<file path="config.mk">
export PLATFORM = sky130hd
export DESIGN_NAME = mips_decode_stage_flat
export DESIGN_NICKNAME = d
export VERILOG_FILES = /design/src/rtl/mips_decode_stage_pkg.sv /design/src/rtl/mips_decode_stage_if.sv /design/src/rtl/mips_decode_stage_decoder.sv /design/src/rtl/mips_decode_stage.sv /design/src/flat_wrapper.sv
export SDC_FILE = /design/constraint.sdc
export NUM_CORES = 1
export LEC_CHECK = 0
export ABC_AREA = 1
export CORE_MARGIN = 8
export CORE_UTILIZATION = 65
export CTS_CLUSTER_DIAMETER = 40
export DETAILED_ROUTE_END_ITERATION = 10
export DONT_BUFFER_PORTS = 1
export PLACE_DENSITY = 0.81
export SETUP_SLACK_MARGIN = 0.02
export SLEW_MARGIN = 20
export SYNTH_ARGS = -nofsm -noshare
export SYNTH_HDL_FRONTEND = slang
export SYNTH_SLANG_ARGS = --single-unit
export TNS_END_PERCENT = 5
</file>
<file path="constraint.sdc">
create_clock -name clk -period 6.3 [get_ports clk]
set_input_delay 1.575 -clock clk [delete_from_list [all_inputs] [get_ports clk]]
set_output_delay 1.575 -clock clk [all_outputs]
set_load 0.1 [all_outputs]
</file>
<file path="src/rtl/mips_decode_stage_pkg.sv">
// mips_defs: opcode/funct constants, decode-stage FSM encoding and decoded-field bundle
//   shared by mips_decoder and mips_decode_stage; no ports
package mips_defs;
  localparam logic [5:0] OP_RTYPE = 6'h00;
  localparam logic [5:0] OP_J     = 6'h02;
  localparam logic [5:0] OP_JAL   = 6'h03;
  localparam logic [5:0] OP_BEQ   = 6'h04;
  localparam logic [5:0] OP_BNE   = 6'h05;
  localparam logic [5:0] OP_ANDI  = 6'h0C;
  localparam logic [5:0] OP_ORI   = 6'h0D;
  localparam logic [5:0] OP_XORI  = 6'h0E;
  localparam logic [5:0] OP_LUI   = 6'h0F;
  localparam logic [5:0] OP_LW    = 6'h23;
  localparam logic [5:0] OP_SW    = 6'h2B;
  localparam logic [5:0] FN_JR    = 6'h08;
  typedef enum logic [1:0] {S_EMPTY, S_FULL, S_BUBBLE} state_t;
  typedef struct packed {
    logic [5:0]  opcode;
    logic [5:0]  funct;
    logic [4:0]  shamt;
    logic [4:0]  rs;
    logic [4:0]  rt;
    logic [4:0]  dest;
    logic [31:0] imm;
    logic        reg_we;
    logic        mem_read;
    logic        mem_write;
    logic        branch;
    logic        jump;
  } dec_t;
  function automatic logic reads_rt(input logic [5:0] op);
    return op == OP_RTYPE || op == OP_SW || op == OP_BEQ || op == OP_BNE;
  endfunction
endpackage

</file>
<file path="src/rtl/mips_decode_stage_if.sv">
// mips_decode_stage_if: fetch->decode, decode->regfile and decode->execute signal bundle
//   master: fetch/execute side (drives if_valid/if_instr/if_pc/ex_ready)
//   slave : decode stage (drives if_ready, rf_addr_a/b and the id_* bundle)
interface mips_decode_stage_if;
  logic        if_valid;
  logic [31:0] if_instr;
  logic [31:0] if_pc;
  logic        if_ready;
  logic [4:0]  rf_addr_a;
  logic [4:0]  rf_addr_b;
  logic        ex_ready;
  logic        id_valid;
  logic [31:0] id_pc;
  logic [5:0]  id_opcode;
  logic [5:0]  id_funct;
  logic [4:0]  id_shamt;
  logic [4:0]  id_dest;
  logic [31:0] id_imm;
  logic        id_reg_we;
  logic        id_mem_read;
  logic        id_mem_write;
  logic        id_branch;
  logic        id_jump;
  modport master (
    output if_valid, if_instr, if_pc, ex_ready,
    input  if_ready, rf_addr_a, rf_addr_b, id_valid, id_pc, id_opcode, id_funct, id_shamt,
           id_dest, id_imm, id_reg_we, id_mem_read, id_mem_write, id_branch, id_jump
  );
  modport slave (
    input  if_valid, if_instr, if_pc, ex_ready,
    output if_ready, rf_addr_a, rf_addr_b, id_valid, id_pc, id_opcode, id_funct, id_shamt,
           id_dest, id_imm, id_reg_we, id_mem_read, id_mem_write, id_branch, id_jump
  );
endinterface

</file>
<file path="src/rtl/mips_decode_stage_decoder.sv">
// mips_decoder: combinational field decode and immediate generation
//   i_instr  : instruction word
//   i_pc_hi  : pc[31:28] of that instruction, for jump targets
//   o_dec    : decoded fields and control flags
//   o_uses_rt: instruction reads rt as a source register
module mips_decoder
  import mips_defs::*;
(
  input  logic [31:0] i_instr,
  input  logic [3:0]  i_pc_hi,
  output dec_t        o_dec,
  output logic        o_uses_rt
);
  logic [5:0]  w_op;
  logic [15:0] w_imm16;
  logic        w_rtype;
  logic        w_jr;
  logic        w_itype;
  logic        w_jal;
  logic [4:0]  w_dest;
  assign w_op    = i_instr[31:26];
  assign w_imm16 = i_instr[15:0];
  assign w_rtype = w_op == OP_RTYPE;
  assign w_jr    = w_rtype && i_instr[5:0] == FN_JR;
  // 0x08-0x0F is the immediate-ALU group; LW also writes rt
  assign w_itype = w_op[5:3] == 3'b001 || w_op == OP_LW;
  assign w_jal   = w_op == OP_JAL;
  assign w_dest  = w_rtype ? i_instr[15:11] : w_itype ? i_instr[20:16] : w_jal ? 5'd31 : 5'd0;
  assign o_uses_rt = reads_rt(w_op);
  always_comb begin
    o_dec           = '0;
    o_dec.opcode    = w_op;
    o_dec.funct     = i_instr[5:0];
    o_dec.shamt     = i_instr[10:6];
    o_dec.rs        = i_instr[25:21];
    o_dec.rt        = i_instr[20:16];
    o_dec.dest      = w_dest;
    o_dec.imm       = (w_op == OP_ANDI || w_op == OP_ORI || w_op == OP_XORI) ? {16'h0, w_imm16} :
                      w_op == OP_LUI ? {w_imm16, 16'h0} :
                      (w_op == OP_J || w_jal) ? {i_pc_hi, i_instr[25:0], 2'b00} :
                      {{16{w_imm16[15]}}, w_imm16};
    o_dec.reg_we    = ((w_rtype && !w_jr) || w_itype || w_jal) && w_dest != 5'd0;
    o_dec.mem_read  = w_op == OP_LW;
    o_dec.mem_write = w_op == OP_SW;
    o_dec.branch    = w_op == OP_BEQ || w_op == OP_BNE;
    o_dec.jump      = w_jr || w_op == OP_J || w_jal;
  end
endmodule

</file>
<file path="src/rtl/mips_decode_stage.sv">
// mips_decode_stage: MIPS decode pipeline stage with valid/ready handshakes and load-use stall
//   clk, reset: clock and asynchronous active-high reset
//   bus (slave): if_valid/if_instr/if_pc/if_ready from fetch, rf_addr_a/b to the register file,
//                ex_ready and the id_* bundle to execute
module mips_decode_stage
  import mips_defs::*;
(
  input logic                clk,
  input logic                reset,
  mips_decode_stage_if.slave bus
);
  state_t      r_state;
  dec_t        r_dec;
  logic [31:0] r_pc;
  dec_t        w_dec;
  logic        w_uses_rt;
  logic        w_leave;
  logic        w_hazard;
  logic        w_ready;
  logic        w_accept;
  mips_decoder u_dec (
    .i_instr  (bus.if_instr),
    .i_pc_hi  (bus.if_pc[31:28]),
    .o_dec    (w_dec),
    .o_uses_rt(w_uses_rt)
  );
  assign w_leave  = r_state == S_FULL && bus.ex_ready;
  // a departing LW leaves its result a cycle short of the reader, so hold the reader back one slot
  assign w_hazard = w_leave && r_dec.mem_read && r_dec.dest != 5'd0 && bus.if_valid &&
                    (w_dec.rs == r_dec.dest || (w_uses_rt && w_dec.rt == r_dec.dest));
  assign w_ready  = r_state != S_FULL || (bus.ex_ready && !w_hazard);
  assign w_accept = bus.if_valid && w_ready;
  always_ff @(posedge clk or posedge reset) begin
    if (reset) begin
      r_state <= S_EMPTY;
      r_dec   <= '0;
      r_pc    <= '0;
    end else begin
      r_state <= w_accept ? S_FULL : w_hazard ? S_BUBBLE :
                 (r_state == S_FULL && !bus.ex_ready) ? S_FULL : S_EMPTY;
      if (w_accept) begin
        r_dec <= w_dec;
        r_pc  <= bus.if_pc;
      end
    end
  end
  assign bus.if_ready     = w_ready;
  // the register file answers one cycle later, so address whatever will be held next cycle
  assign bus.rf_addr_a    = w_accept ? w_dec.rs : r_dec.rs;
  assign bus.rf_addr_b    = w_accept ? w_dec.rt : r_dec.rt;
  assign bus.id_valid     = r_state == S_FULL;
  assign bus.id_pc        = r_pc;
  assign bus.id_opcode    = r_dec.opcode;
  assign bus.id_funct     = r_dec.funct;
  assign bus.id_shamt     = r_dec.shamt;
  assign bus.id_dest      = r_dec.dest;
  assign bus.id_imm       = r_dec.imm;
  assign bus.id_reg_we    = r_dec.reg_we;
  assign bus.id_mem_read  = r_dec.mem_read;
  assign bus.id_mem_write = r_dec.mem_write;
  assign bus.id_branch    = r_dec.branch;
  assign bus.id_jump      = r_dec.jump;
endmodule

</file>
<file path="src/flat_wrapper.sv">
// flat-port wrapper written by rule: the top's interface ports become plain ports
module mips_decode_stage_flat import mips_defs::*;
  (clk, reset, bus_if_valid, bus_if_instr, bus_if_pc, bus_ex_ready, bus_if_ready, bus_rf_addr_a, bus_rf_addr_b, bus_id_valid, bus_id_pc, bus_id_opcode, bus_id_funct, bus_id_shamt, bus_id_dest, bus_id_imm, bus_id_reg_we, bus_id_mem_read, bus_id_mem_write, bus_id_branch, bus_id_jump);
  mips_decode_stage_if bus_i ();
  input logic clk;
  input logic reset;
  input wire logic [$bits(bus_i.if_valid)-1:0] bus_if_valid;
  input wire logic [$bits(bus_i.if_instr)-1:0] bus_if_instr;
  input wire logic [$bits(bus_i.if_pc)-1:0] bus_if_pc;
  input wire logic [$bits(bus_i.ex_ready)-1:0] bus_ex_ready;
  output wire logic [$bits(bus_i.if_ready)-1:0] bus_if_ready;
  output wire logic [$bits(bus_i.rf_addr_a)-1:0] bus_rf_addr_a;
  output wire logic [$bits(bus_i.rf_addr_b)-1:0] bus_rf_addr_b;
  output wire logic [$bits(bus_i.id_valid)-1:0] bus_id_valid;
  output wire logic [$bits(bus_i.id_pc)-1:0] bus_id_pc;
  output wire logic [$bits(bus_i.id_opcode)-1:0] bus_id_opcode;
  output wire logic [$bits(bus_i.id_funct)-1:0] bus_id_funct;
  output wire logic [$bits(bus_i.id_shamt)-1:0] bus_id_shamt;
  output wire logic [$bits(bus_i.id_dest)-1:0] bus_id_dest;
  output wire logic [$bits(bus_i.id_imm)-1:0] bus_id_imm;
  output wire logic [$bits(bus_i.id_reg_we)-1:0] bus_id_reg_we;
  output wire logic [$bits(bus_i.id_mem_read)-1:0] bus_id_mem_read;
  output wire logic [$bits(bus_i.id_mem_write)-1:0] bus_id_mem_write;
  output wire logic [$bits(bus_i.id_branch)-1:0] bus_id_branch;
  output wire logic [$bits(bus_i.id_jump)-1:0] bus_id_jump;
  assign bus_i.if_valid = bus_if_valid;
  assign bus_i.if_instr = bus_if_instr;
  assign bus_i.if_pc = bus_if_pc;
  assign bus_i.ex_ready = bus_ex_ready;
  assign bus_if_ready = bus_i.if_ready;
  assign bus_rf_addr_a = bus_i.rf_addr_a;
  assign bus_rf_addr_b = bus_i.rf_addr_b;
  assign bus_id_valid = bus_i.id_valid;
  assign bus_id_pc = bus_i.id_pc;
  assign bus_id_opcode = bus_i.id_opcode;
  assign bus_id_funct = bus_i.id_funct;
  assign bus_id_shamt = bus_i.id_shamt;
  assign bus_id_dest = bus_i.id_dest;
  assign bus_id_imm = bus_i.id_imm;
  assign bus_id_reg_we = bus_i.id_reg_we;
  assign bus_id_mem_read = bus_i.id_mem_read;
  assign bus_id_mem_write = bus_i.id_mem_write;
  assign bus_id_branch = bus_i.id_branch;
  assign bus_id_jump = bus_i.id_jump;
  mips_decode_stage u_core (.clk(clk), .reset(reset), .bus(bus_i));
endmodule
</file>
## After elaboration in Yosys (flattened, before gate mapping)

Cells that the tools add are included.

- Eq/ne operators: 16
- Muxes and demuxes: 11
- Reductions and logical operators: 32

Operators by type and width:

| operator | count |
|---|---|
| 32-bit 2-to-1 mux | 3 |
| 6-bit by 4-bit equality test with 1-bit output, second input constant | 5 |
| 5-bit 2-to-1 mux | 5 |
| 1-bit logical OR | 14 |
| 6-bit by 2-bit equality test with 1-bit output, second input constant | 2 |
| 6-bit by 3-bit equality test with 1-bit output, second input constant | 2 |
| 6-bit equality test, second input constant | 2 |
| 1-bit logical AND | 12 |
| 5-bit equality test | 2 |
| 5-bit nonzero test | 2 |
| 6-bit zero test | 1 |
| 2-bit 2-to-1 mux | 2 |
| 3-bit by 1-bit equality test with 1-bit output, second input constant | 1 |
| 1-bit zero test | 3 |
| 2-bit by 1-bit equality test with 1-bit output, second input constant | 1 |
| 2-bit by 1-bit inequality test with 1-bit output, second input constant | 1 |
| 1-bit 2-to-1 mux | 1 |

- Input bits: 68
- Word-level logic and storage cells: 73
- Register bits after elaboration: 103
- Output and inout port bits: 103

## Logic depth before layout (Yosys ltp)

Gate-level depths: netlist (run 1).

- Depth after elaboration: 12
- Mapped depth: 12
- Depth with buffers taken out: 10

## Modules after synthesis

Synthesis (run 1) repeated with hierarchy kept, for this count alone.

- Cell total of the unflattened synthesis: 746
- Area total of the unflattened synthesis: 5950.7 µm²

By module, submodules not included:

| module | sequential area each (µm²) | cells each | times used | area an instance (µm²) |
|---|---|---|---|---|
| mips_decode_stage | 2577.5 | 580 | 1 | 4929.7 |
| mips_decoder | 0.0 | 166 | 1 | 1021.0 |

## Worst setup path before layout (run 1)

OpenSTA, ideal clock, no wires.

- Path type: input -> output
- From: in bus_if_instr[27]
- To: out bus_rf_addr_a[4]
- Path slack: 0.240 ns
- Arrival: 4.485 ns
- Cell stages on the path: 10
- Path buffers: 1
- Required time: 4.725 ns
- Cell sequence: nand2_1 -> inv_2 -> nand3_1 -> nand3_1 -> nand3_1 -> nand2_1 -> nand2_1 -> nand3_2 -> clkbuf_1 -> o21ai_0

- Cells in the longest elaborated chain, start to end: 12
- Elaborated cells between the ends (all ways): 15
- Classes of those cells: eq/ne: 3; mux: 1; reduce/logical: 11

RTL lines:

| what | line | source |
|---|---|---|
| from (decl) | flat_wrapper.sv:8 | `input wire logic [$bits(bus_i.if_instr)-1:0] bus_if_instr;` |
| 6-bit equality test / 6-bit zero test (equally long branches) | mips_decode_stage_pkg.sv:32 | `return op == OP_RTYPE \|\| op == OP_SW \|\| op == OP_BEQ \|\| op == OP_BNE;` |
| 1-bit logical OR (2 in a row) | mips_decode_stage_pkg.sv:32 |  |
| 1-bit logical OR (*) | mips_decode_stage_pkg.sv:32 |  |
| 1-bit logical AND (*) | mips_decode_stage.sv:30 | `(w_dec.rs == r_dec.dest \|\| (w_uses_rt && w_dec.rt == r_dec.dest));` |
| 1-bit logical OR (*) | mips_decode_stage.sv:30 |  |
| 1-bit logical AND (*) | mips_decode_stage.sv:29 | `assign w_hazard = w_leave && r_dec.mem_read && r_dec.dest != 5'd0 && bus.if_valid &&` |
| 1-bit zero test (*) | mips_decode_stage.sv:31 | `assign w_ready = r_state != S_FULL \|\| (bus.ex_ready && !w_hazard);` |
| 1-bit logical AND (*) | mips_decode_stage.sv:31 |  |
| 1-bit logical OR (*) | mips_decode_stage.sv:31 |  |
| 1-bit logical AND (*) | mips_decode_stage.sv:32 | `assign w_accept = bus.if_valid && w_ready;` |
| 5-bit 2-to-1 mux (*) | mips_decode_stage.sv:49 | `assign bus.rf_addr_a = w_accept ? w_dec.rs : r_dec.rs;` |
| to (decl) | flat_wrapper.sv:12 | `output wire logic [$bits(bus_i.rf_addr_a)-1:0] bus_rf_addr_a;` |

Mark *: on every way between the ends. The rest lies on a longest branch, timed or not.

## Worst setup path in the final report (run 1)

- From: in bus_if_instr[27]
- To: out bus_rf_addr_a[2]

Same word-level chain as after synthesis.

==> results of run 1 <==
-- placed cells by master (no fill, tap or decap), types with 11 or more instances in the layout --
cell type,count
nand2_1,137
dfrtp_1,103
inv_1,74
o21ai_1,63
o21ai_0,38
nand3_1,17
buf_4,16
o211ai_1,13
a22oi_1,12
clkbuf_8,11
-- power by group through the flow --
stage          Clock [mW]  Combinational (mW)  Sequential, mW
4_1_cts             0.439               0.272            1.39
6_report            0.431               0.270            1.38
3_5_place_dp            0               0.273            1.40
5_1_grt             0.459               0.298            1.39
2_1_floorplan           0               0.657            1.02
3_3_place_gp            0               0.260            1.40
-- logic make-up after synthesis --
kind of cell	synth area share
AOI/OAI and AO/OA	0.1607
buffers and inverters	0.1727
xor gates and xnor gates	0.008695
and+or+nand+nor	0.1461
DFF	0.5118
-- registers in the layout, indices dropped and copies added (netlist names) --
signal and flops:
u_core.bus.id_dest 5, u_core.bus.id_mem_read 1, u_core.bus.id_shamt 5, u_core.bus.id_funct 6
u_core.bus.id_opcode 6, u_core.bus.id_pc 32, u_core.r_dec 10, u_core.bus.id_mem_write 1
u_core.bus.id_reg_we 1, u_core.bus.id_branch 1, u_core.bus.id_jump 1, u_core.bus.id_imm 32
u_core.r_state 2
-- layout make-up --
| cell class | count | area (um^2) | area share |
|---|---|---|---|
| multi-input combinational | 329 | 1638 | 0.3296 |
| sequential | 103 | 2577 | 0.5186 |
| clock inverter | 5 | 56.30 | 0.01133 |
| clock buffer | 11 | 151.4 | 0.03046 |
| timing repair buffer | 16 | 120.1 | 0.02417 |
| tap | 102 | 127.6 | 0.02568 |
| inverter | 79 | 299.0 | 0.06017 |
-- final timing paths --
check / end / startpoint / depth (start not counted)
setup / recovery: bus_rf_addr_a[2] / bus_if_instr[27] / 10
hold / removal: u_core.r_dec[44] / u_core.r_dec[44] / 2
setup reg to reg: u_core.bus.id_shamt[4] / u_core.bus.id_dest[1] / 10
hold reg to reg: u_core.r_dec[44] / u_core.r_dec[44] / 2
max in group asynchronous: u_core.bus.id_funct[4] / reset / 2
min in group asynchronous: u_core.bus.id_pc[27] / reset / 1
-- worst max-delay path: stages --
cell     delay, ns
nand2_1       0.28
inv_2         0.12
nand3_1       0.13
nand3_1       0.09
nand3_1       0.09
nand2_1       0.06
nand2_1       0.12
nand3_4       0.50
o21ai_2       0.36
buf_4         0.33
-- per-layer routing --
metal | vias to the layer above | wire, um | GRT usage
li1 | 1738 | - | -
met1 | 1725 | 4671 | 0.2504
met2 | 156 | 5935 | 0.3593
met3 | 33 | 1456 | 0.1041
met4 | 0 | 355 | 0.1096
met5 | - | 0 | 0
-- stage by stage --
stage          total power, mW  instance area, um^2
6_report                 2.084                 4970
3_3_place_gp             1.657                 4762
2_1_floorplan            1.672                 5036
4_1_cts                  2.097                 4970
5_1_grt                  2.152                 4970
3_5_place_dp             1.671                 4762
==> results.tsv, run 1 <==
stage	metric	value	unit
yosys	synthCells	593	
placed_design	port_buffers	0	
route	vias	3652	
sta	slew_headroom	0.2904	
yosys	synth_ff_type	dfrtp_1	
sta	fin_crit_sh	0.8319	
clock_tree	htree_levels	3	
sta	final_hold_viol_count	0	
setup_path	r2r_setup_slack	3.04	ns
clock_tree	cts_buffers	9	
yosys	synth_top_area_share	0.5118	
floorplan	ios	171	
floorplan	chipHeight	104.0	um
placed_design	dp_hpwl	9374	um
placed_design	gp_congestion	0.9053	
yosys	ys_async_sr_fraction	1.000	
setup_path	worstSetupPathType	in -> out	
grt	grt_max_degree	70	
yosys	synth.area.top_cells	dfrtp_1 51%, buf_4 10%, nand2_1 10%, o21ai_1 7.1%, inv_1 5.6%	
power_and_ir_drop	pwr-share-seq	0.663	
yosys	yosysMostFrequentCell	nand2_1	
clock_tree	hold_buffers	0	
power_and_ir_drop	pwr-share-comb	0.129	
sta	setup_tns	0	ns
yosys	synth-edff-count	0	
setup_path	worstPathRequired	4.72	ns
placed_design	dp_cells	629	
final_layout	area_growth	-1.317	%
grt	antenna_found_initial	0	
sta	worst_pin_slew	1.064	ns
floorplan	std_cell_rows	32	
clock_tree	cts-root-buf	clkbuf_8	
grt	grt_usage	0.2255	
yosys	ys_seq_elements	103	
setup_path	arrival	3.67	ns
worst_hold_path	min_path_type	reg -> reg	
final_layout	fillers	619	
sta	worst_slack	1.059	ns
clock_tree	cts_sinks	103	
power_and_ir_drop	clockPowerShare	0.207	
yosys	synth.distinct_cells	28	
yosys	synth_top_area_cell	dfrtp_1	
final_layout	fin_nets	606	
setup_path	crit_fanout	59	
yosys	yosys_warnings	0	
floorplan	core_area	0.007607	mm^2
yosys	synthesis.nets	661	
route	drt-vias-per-instance	5.662	
sta	max_freq	0.1908	GHz
final_layout	final_cells	645	
placed_design	post-place-ws	1.056	ns
power_and_ir_drop	p_int	1.011	mW
grt	grt_first_pass_wirelength	19520	um
power_and_ir_drop	p_sw	1.073	mW
power_and_ir_drop	p_sw_frac	0.5148	
route	wirelength	12420	um
route	drt_iter0_markers	142	
clock_tree	post_cts_buffers	0	
clock_tree	ctsResizeCount	0	
final_layout	diodes	0	
route	drc	0	
sta	period_minus_slack	5.241	ns
sta	rsz0062_at_grt	false	
route	wl_per_cell	19.25	um
route	drtAntennaViolNets	0	
route	dr.pass1.iters	4	
floorplan	start_util	0.6620	
clock_tree	cts_buffer_depth	2	
run_status	status	completed	
clock_tree	insertion_delay	0.37	ns
setup_path	endpoint_kind	output pin	
grt	grt_pass1_vias	3665	
flow_run	maxCapViolCount	0	
yosys	yosysSeqAreaShare	0.5118	
yosys	netlist_area	0.005036	mm^2
clock_tree	cts_tree	yes	
grt	grt-ovfl-total	0	
floorplan	fp.dieArea	0.01082	mm^2
sta	hold_ws	0.4960	ns
yosys	avgSynthCellArea	8.493	um^2
final_layout	fin_util	0.6533	
power_and_ir_drop	max-vdd-ir-drop	0.0002171	V
sta	final.setup_skew	0.006734	ns
final_layout	layout-drive-gt1-share	0.1013	
power_and_ir_drop	p_per_area	419.4	mW/mm^2
sta	finalMaxSlewViolations	0	
power_and_ir_drop	leakagePower	2.496	nW
sta	setup_viol	0	
setup_path	start_kind	input pin	
yosys	synthTopCellsByCount	137 x nand2_1, 103 x dfrtp_1, 75 x inv_1	
floorplan	die_w	104.0	um
clock_tree	clk_pin_slew	0.09	ns
No activity file was read; power rests on OpenSTA's default activity.
==> run 2, diff against run 1 <==
--- a/config.mk
+++ b/config.mk
@@ -7,11 +7,11 @@
 export LEC_CHECK = 0
 export ABC_AREA = 1
 export CORE_MARGIN = 8
-export CORE_UTILIZATION = 65
+export CORE_UTILIZATION = 57
 export CTS_CLUSTER_DIAMETER = 40
 export DETAILED_ROUTE_END_ITERATION = 10
 export DONT_BUFFER_PORTS = 1
-export PLACE_DENSITY = 0.81
+export PLACE_DENSITY = 0.75
 export SETUP_SLACK_MARGIN = 0.02
 export SLEW_MARGIN = 20
 export SYNTH_ARGS = -nofsm -noshare
==> constraint.sdc (replaced) <==
create_clock -name clk -period 4.3 [get_ports clk]
set_input_delay 1.075 -clock clk [delete_from_list [all_inputs] [get_ports clk]]
set_output_delay 1.075 -clock clk [all_outputs]
set_load 0.1 [all_outputs]
==> run 2 against run 1 <==
Net effect: total power is 49% higher; worst setup slack worse by 0.68 ns; worst hold slack better by 0.024 ns; die area is 12% higher; combinational power is 73% higher; highest routed layer unchanged.
==> results.tsv, run 2 (synthesized netlist as in run 1, its figures left out) <==
stage	metric	value	unit	change
route	drc	0		unchanged
final_layout	final_cell_mix	137 x nand2_1, 103 x dfrtp_1, 74 x inv_1		unchanged
placed_design	dp_hpwl	9421	um	was 9374 um
floorplan	chipHeight	110.0	um	was 104.0 um
power_and_ir_drop	pwr-share-seq	0.644		was 0.663
setup_path	r2r-end	u_core.bus.id_funct[5]		was u_core.bus.id_shamt[4]
final_layout	fin_nets	614		was 606
grt	antenna_found_initial	0		unchanged
run_status	status	completed		unchanged
final_layout	final_common_cell	nand2_1		unchanged
setup_path	worst_path_largest_cell_delay	0.38	ns	was 0.50 ns
sta	worst_pin_slew	0.9867	ns	was 1.064 ns
floorplan	die_w	110.0	um	was 104.0 um
floorplan	ios	171		unchanged
clock_tree	cts_sinks	103		unchanged
power_and_ir_drop	p_int	1.514	mW	was 1.011 mW
final_layout	final_cells	659		was 645
clock_tree	cts-root-buf	clkbuf_8		unchanged
route	wl_per_cell	18.86	um	was 19.25 um
setup_path	arrival	2.85	ns	was 3.67 ns
power_and_ir_drop	clockPowerShare	0.206		was 0.207
flow_run	maxCapViolCount	0		unchanged
final_layout	area_growth	2.509	%	was -1.317%
placed_design	gp_congestion	0.9502		was 0.9053
placed_design	port_buffers	0		unchanged
setup_path	cp_cell_sequence	nand2_1, inv_2, nand3_1, nand3_1, nand3_1, nand2_1, nand2_1, nand3_4, o21ai_2, buf_12		was nand2_1, inv_2, nand3_1, nand3_1, nand3_1, nand2_1, nand2_1, nand3_4, o21ai_2, buf_4
power_and_ir_drop	max-vdd-ir-drop	0.0002825	V	was 0.0002171 V
clock_tree	cts_tree	yes		unchanged
route	dr.pass1.iters	4		unchanged
sta	fin_crit_sh	0.9120		
final_layout	fillers	756		was 619
setup_path	worstPathRequired	3.22	ns	was 4.72 ns
floorplan	fp.dieArea	0.01210	mm^2	was 0.01082 mm^2
power_and_ir_drop	report.power.total	3.104	mW	was 2.084 mW
route	vias	3608		was 3652
power_and_ir_drop	p_per_area	601.3	mW/mm^2	was 419.4 mW/mm^2
grt	grt_pass1_vias	3641		was 3665
clock_tree	insertion_delay	0.37	ns	about the same
grt	grt_max_degree	92		was 70
sta	final.setup_skew	0.01187	ns	was 0.006734 ns
route	drtAntennaViolNets	0		unchanged
final_layout	layout-drive-gt1-share	0.1125		was 0.1013
sta	rsz0062_at_grt	false		unchanged
floorplan	start_util	0.5832		was 0.6620
sta	setup_viol	0		unchanged
grt	grt_first_pass_wirelength	19300	um	was 19520 um
sta	slew_headroom	0.3422		was 0.2904
setup_path	worstSetupPathType	in -> out		unchanged
final_layout	diodes	0		unchanged
clock_tree	cts_buffers	9		unchanged
setup_path	crit_fanout	36		was 59
worst_hold_path	min_to	u_core.r_dec[44]		unchanged
route	drt_iter0_markers	203		was 142
setup_path	cp_slowest_cell	nand3_4		unchanged
clock_tree	htree_levels	3		unchanged
grt	grt-ovfl-total	0		unchanged
clock_tree	ctsResizeCount	0		unchanged
worst_hold_path	min_path_type	reg -> reg		unchanged
clock_tree	clk_pin_slew	0.10	ns	was 0.09 ns
placed_design	dp_cells	643		was 629
sta	period_minus_slack	3.922	ns	
setup_path	timing.rr.start	u_core.bus.id_dest[1]		unchanged
worst_hold_path	hp-start	u_core.r_dec[44]		unchanged
sta	final_hold_viol_count	0		unchanged
setup_path	endpoint_kind	output pin		unchanged
floorplan	core_area	0.008636	mm^2	was 0.007607 mm^2
sta	hold_ws	0.5202	ns	was 0.4960 ns
sta	finalMaxSlewViolations	0		unchanged
route	drt-vias-per-instance	5.475		was 5.662
power_and_ir_drop	p_sw_frac	0.5124		was 0.5148
setup_path	r2r_setup_slack	1.52	ns	was 3.04 ns
sta	max_freq	0.2550	GHz	
power_and_ir_drop	pwr-share-comb	0.150		was 0.129
grt	grt_usage	0.2074		was 0.2255
clock_tree	cts_buffer_depth	2		unchanged
final_layout	fin_area	0.005162	mm^2	was 0.004970 mm^2
worst_hold_path	min_path_cells	2		unchanged
clock_tree	post_cts_buffers	0		unchanged
route	wirelength	12430	um	was 12420 um
power_and_ir_drop	leakagePower	2.574	nW	was 2.496 nW
placed_design	dpl_cell_area	0.004955	mm^2	was 0.004762 mm^2
floorplan	std_cell_rows	34		was 32
setup_path	start_kind	input pin		unchanged
clock_tree	hold_buffers	0		unchanged
power_and_ir_drop	p_sw	1.590	mW	was 1.073 mW
setup_path	r2r_cells	11		was 10
-- run 2: changes by cell type in the layout (fill, tap and decap cells not counted), sizes merged --
cell    delta
buf        +8
clkinv     -3
inv        +3
-- run 2: how the worst max path moves through the flow --
stage	from	endpoint	slack, ns	cells past startpoint
finish	bus_if_instr[27]	bus_rf_addr_b[2]	0.38	10
global route	bus_if_instr[27]	bus_rf_addr_b[2]	0.15	10
CTS	bus_if_instr[27]	bus_rf_addr_b[2]	0.38	10
detailed placement	bus_if_instr[27]	bus_rf_addr_b[2]	0.39	10
global placement	bus_if_instr[27]	bus_rf_addr_b[2]	0.44	10
floorplan	bus_if_instr[27]	bus_rf_addr_a[0]	-0.13	11
-- run 2: power groups by stage --
stage / logic (mW) / clock network, mW / registers, mW
floorplan: 0.963 / 0 / 1.49
global placement: 0.457 / 0 / 2.02
detailed placement: 0.471 / 0 / 2.02
CTS: 0.470 / 0.655 / 2.00
global route: 0.513 / 0.688 / 2.02
finish: 0.466 / 0.639 / 2.00
-- run 2: cell type report --
class / instances / area, um^2 / share of cell area
inverters: 79 / 301.5 / 0.05841
flip-flops and latches: 103 / 2577 / 0.4993
clock buffers: 11 / 141.4 / 0.02739
repair buffers: 24 / 305.3 / 0.05914
clock inverters: 5 / 63.81 / 0.01236
multi-input cells: 329 / 1638 / 0.3173
well taps: 108 / 135.1 / 0.02618
-- run 2: per-stage QoR --
step	utilization	setup TNS, ns	setup slack (ns)
after detailed placement	0.5737	0	0.3859
final	0.5978	0	0.3784
after global routing	0.5978	0	0.1496
after global placement	0.5737	0	0.4385
after floorplan	-	-0.9880	-0.1317
after CTS	0.5975	0	0.3819
-- run 2: routing by layer --
| layer | wire [um] | vias up | track usage |
|---|---|---|---|
| met4 | 243 | 0 | 0.08293 |
| met3 | 1543 | 20 | 0.09767 |
| li1 | - | 1751 | - |
| met2 | 5860 | 153 | 0.3318 |
| met1 | 4784 | 1684 | 0.2356 |
| met5 | 0 | - | 0 |
-- run 2: worst max-delay path, delay by kind of cell --
family | cells | cell delay (ns)
simple gates | 7 | 1.08
buf+inv | 2 | 0.33
compound gates | 1 | 0.34
==> run 3, diff against run 2 <==
--- a/config.mk
+++ b/config.mk
@@ -11,6 +11,7 @@
 export CTS_CLUSTER_DIAMETER = 40
 export DETAILED_ROUTE_END_ITERATION = 10
 export DONT_BUFFER_PORTS = 1
+export MAX_ROUTING_LAYER = met4
 export PLACE_DENSITY = 0.75
 export SETUP_SLACK_MARGIN = 0.02
 export SLEW_MARGIN = 20
==> run 3 against run 2 <==
Net effect: sequential cell count unchanged; clock skew decreased by 0.0013 ns; combinational power about the same; total power decreased by 2.5%.
==> results.tsv, run 3 (synthesized netlist as in run 1, its figures left out) <==
stage	metric	value	unit	change
run_status	status	completed		unchanged
placed_design	dpl_cell_area	0.004955	mm^2	unchanged
worst_hold_path	min_path_type	reg -> reg		unchanged
sta	setup_viol	0		unchanged
grt	grt_first_pass_wirelength	19500	um	was 19300 um
setup_path	r2r_setup_slack	1.50	ns	was 1.52 ns
sta	max_freq	0.2516	GHz	was 0.2550 GHz
floorplan	fp.dieArea	0.01210	mm^2	unchanged
setup_path	endpoint_kind	output pin		unchanged
final_layout	fin_nets	614		unchanged
floorplan	start_util	0.5832		unchanged
final_layout	regArea	0.002577	mm^2	unchanged
clock_tree	post_cts_buffers	0		unchanged
final_layout	area_growth	1.839	%	was 2.509%
clock_tree	ctsResizeCount	0		unchanged
route	drt-vias-per-instance	5.515		was 5.475
clock_tree	cts_tree	yes		unchanged
clock_tree	cts_sinks	103		unchanged
setup_path	critical_path.top_delay_family	simple AND/OR/NAND/NOR gates		unchanged
route	wirelength	12530	um	was 12430 um
clock_tree	insertion_delay	0.37	ns	about the same
floorplan	die_w	110.0	um	unchanged
floorplan	ios	171		unchanged
route	dr.pass1.iters	5		was 4
route	drtAntennaViolNets	0		unchanged
power_and_ir_drop	p_per_area	590.0	mW/mm^2	was 601.3 mW/mm^2
final_layout	final_common_cell	nand2_1		unchanged
power_and_ir_drop	leakagePower	2.554	nW	was 2.574 nW
sta	finalMaxSlewViolations	0		unchanged
setup_path	worstSetupPathType	in -> out		unchanged
flow_run	maxCapViolCount	0		unchanged
sta	period_minus_slack	3.974	ns	was 3.922 ns
route	drt_iter0_markers	178		was 203
sta	slew_headroom	0.3257		was 0.3422
clock_tree	hold_buffers	0		unchanged
setup_path	start_kind	input pin		unchanged
final_layout	final_cells	658		was 659
setup_path	path_buf_inv	2		unchanged
floorplan	chipHeight	110.0	um	unchanged
placed_design	gp_congestion	0.9518		was 0.9502
sta	worst_pin_slew	1.012	ns	was 0.9867 ns
final_layout	diodes	0		unchanged
clock_tree	cts-root-buf	clkbuf_8		unchanged
setup_path	arrival	2.90	ns	was 2.85 ns
final_layout	multi_input_area	0.001638	mm^2	unchanged
placed_design	dp_cells	643		unchanged
setup_path	cp_cell_sequence	nand2_1, inv_2, nand3_1, nand3_1, nand3_1, nand2_1, nand2_1, nand3_4, o21ai_2, buf_12		unchanged
final_layout	fillers	746		was 756
route	wl_per_cell	19.04	um	was 18.86 um
grt	antenna_found_initial	0		unchanged
sta	final_hold_viol_count	0		unchanged
floorplan	core_area	0.008636	mm^2	unchanged
route	vias	3629		was 3608
clock_tree	cts_buffers	9		unchanged
setup_path	cp_slowest_cell	nand3_4		unchanged
route	drc	0		unchanged
placed_design	dp_hpwl	9580	um	was 9421 um
final_layout	final_cell_mix	137 x nand2_1, 103 x dfrtp_1, 74 x inv_1		unchanged
power_and_ir_drop	max-vdd-ir-drop	0.0003151	V	was 0.0002825 V
sta	rsz0062_at_grt	false		unchanged
grt	grt-ovfl-total	0		unchanged
final_layout	layout-drive-gt1-share	0.1109		was 0.1125
clock_tree	cts_buffer_depth	2		unchanged
placed_design	port_buffers	0		unchanged
sta	final.setup_skew	0.01056	ns	was 0.01187 ns
sta	fin_crit_sh	0.9243		was 0.9120
grt	grt_usage	0.2145		was 0.2074
final_layout	fin_area	0.005129	mm^2	was 0.005162 mm^2
setup_path	crit_fanout	37		was 36
clock_tree	htree_levels	3		unchanged
floorplan	std_cell_rows	34		unchanged
setup_path	worst_path_largest_cell_delay	0.38	ns	about the same
grt	grt_max_degree	89		was 92
grt	grt_pass1_vias	3768		was 3641
setup_path	worstPathRequired	3.22	ns	about the same
clock_tree	clk_pin_slew	0.09	ns	was 0.10 ns
[run 3: cell types whose count changed in the layout (fill, tap and decap cells not counted)]
cell	before	now
inv_6	4	2
bufinv_16	1	0
clkbuf_8	10	9
clkinv_4	0	1
clkinvlp_4	1	2
inv_8	0	1
[run 3: layout make-up]
class,instances,area share
multi-input cells,329,0.3193
flip-flops and latches,103,0.5026
clock inverters,5,0.008539
clock buffers,10,0.02488
well taps,108,0.02635
inverters,79,0.05879
repair buffers,24,0.05953
[run 3: stage by stage]
stage               setup slack, ns  hold WS, ns  utilization  total power [mW]  setup TNS [ns]
finish                       0.3257       0.5178       0.5939             3.026               0
global route                0.09598       0.5550       0.5939             3.131               0
CTS                          0.3019       0.5239       0.5936             3.048               0
detailed placement           0.3224       0.5014       0.5737             2.495               0
global placement             0.4210       0.4823       0.5737             2.478               0
floorplan                   -0.1317       0.4542            -             2.450         -0.9880
[run 3: worst reg2reg max path, stage by stage (launching register included)]
cell	delay, ns
dfrtp_1	0.33
buf_4	0.31
inv_1	0.14
nand2_1	0.08
nand4_1	0.10
nor2_1	0.12
nand3_1	0.10
nand2_1	0.08
nand2_1	0.10
nand3_4	0.35
buf_4	0.72
nand2_1	0.19
o21ai_1	0.12
[run 3: worst paths after layout]
kind                                               to  cells past startpoint             startpoint
worst max-delay path                 bus_rf_addr_b[2]                     10       bus_if_instr[27]
worst min-delay path            u_core.bus.id_dest[0]                      2  u_core.bus.id_dest[0]
worst max register to register  u_core.bus.id_imm[18]                     12  u_core.bus.id_dest[1]
worst min register to register  u_core.bus.id_dest[0]                      2  u_core.bus.id_dest[0]
max in group asynchronous            u_core.r_dec[50]                      2                  reset
min in group asynchronous        u_core.bus.id_pc[12]                      1                  reset
[run 3: metal layers]
layer / GRT usage / part of all wire
met5: - / 0
met4: 0.06268 / 0.014
met3: 0.09302 / 0.12
met2: 0.3386 / 0.49
met1: 0.2426 / 0.38
[run 3: power breakdown]
group / total, mW / switching (mW) / leakage [nW] / internal, mW
registers: 2.00 / 0.925 / 1.28 / 1.07
clock network: 0.559 / 0.344 / 0.0809 / 0.215
logic: 0.467 / 0.320 / 1.19 / 0.147
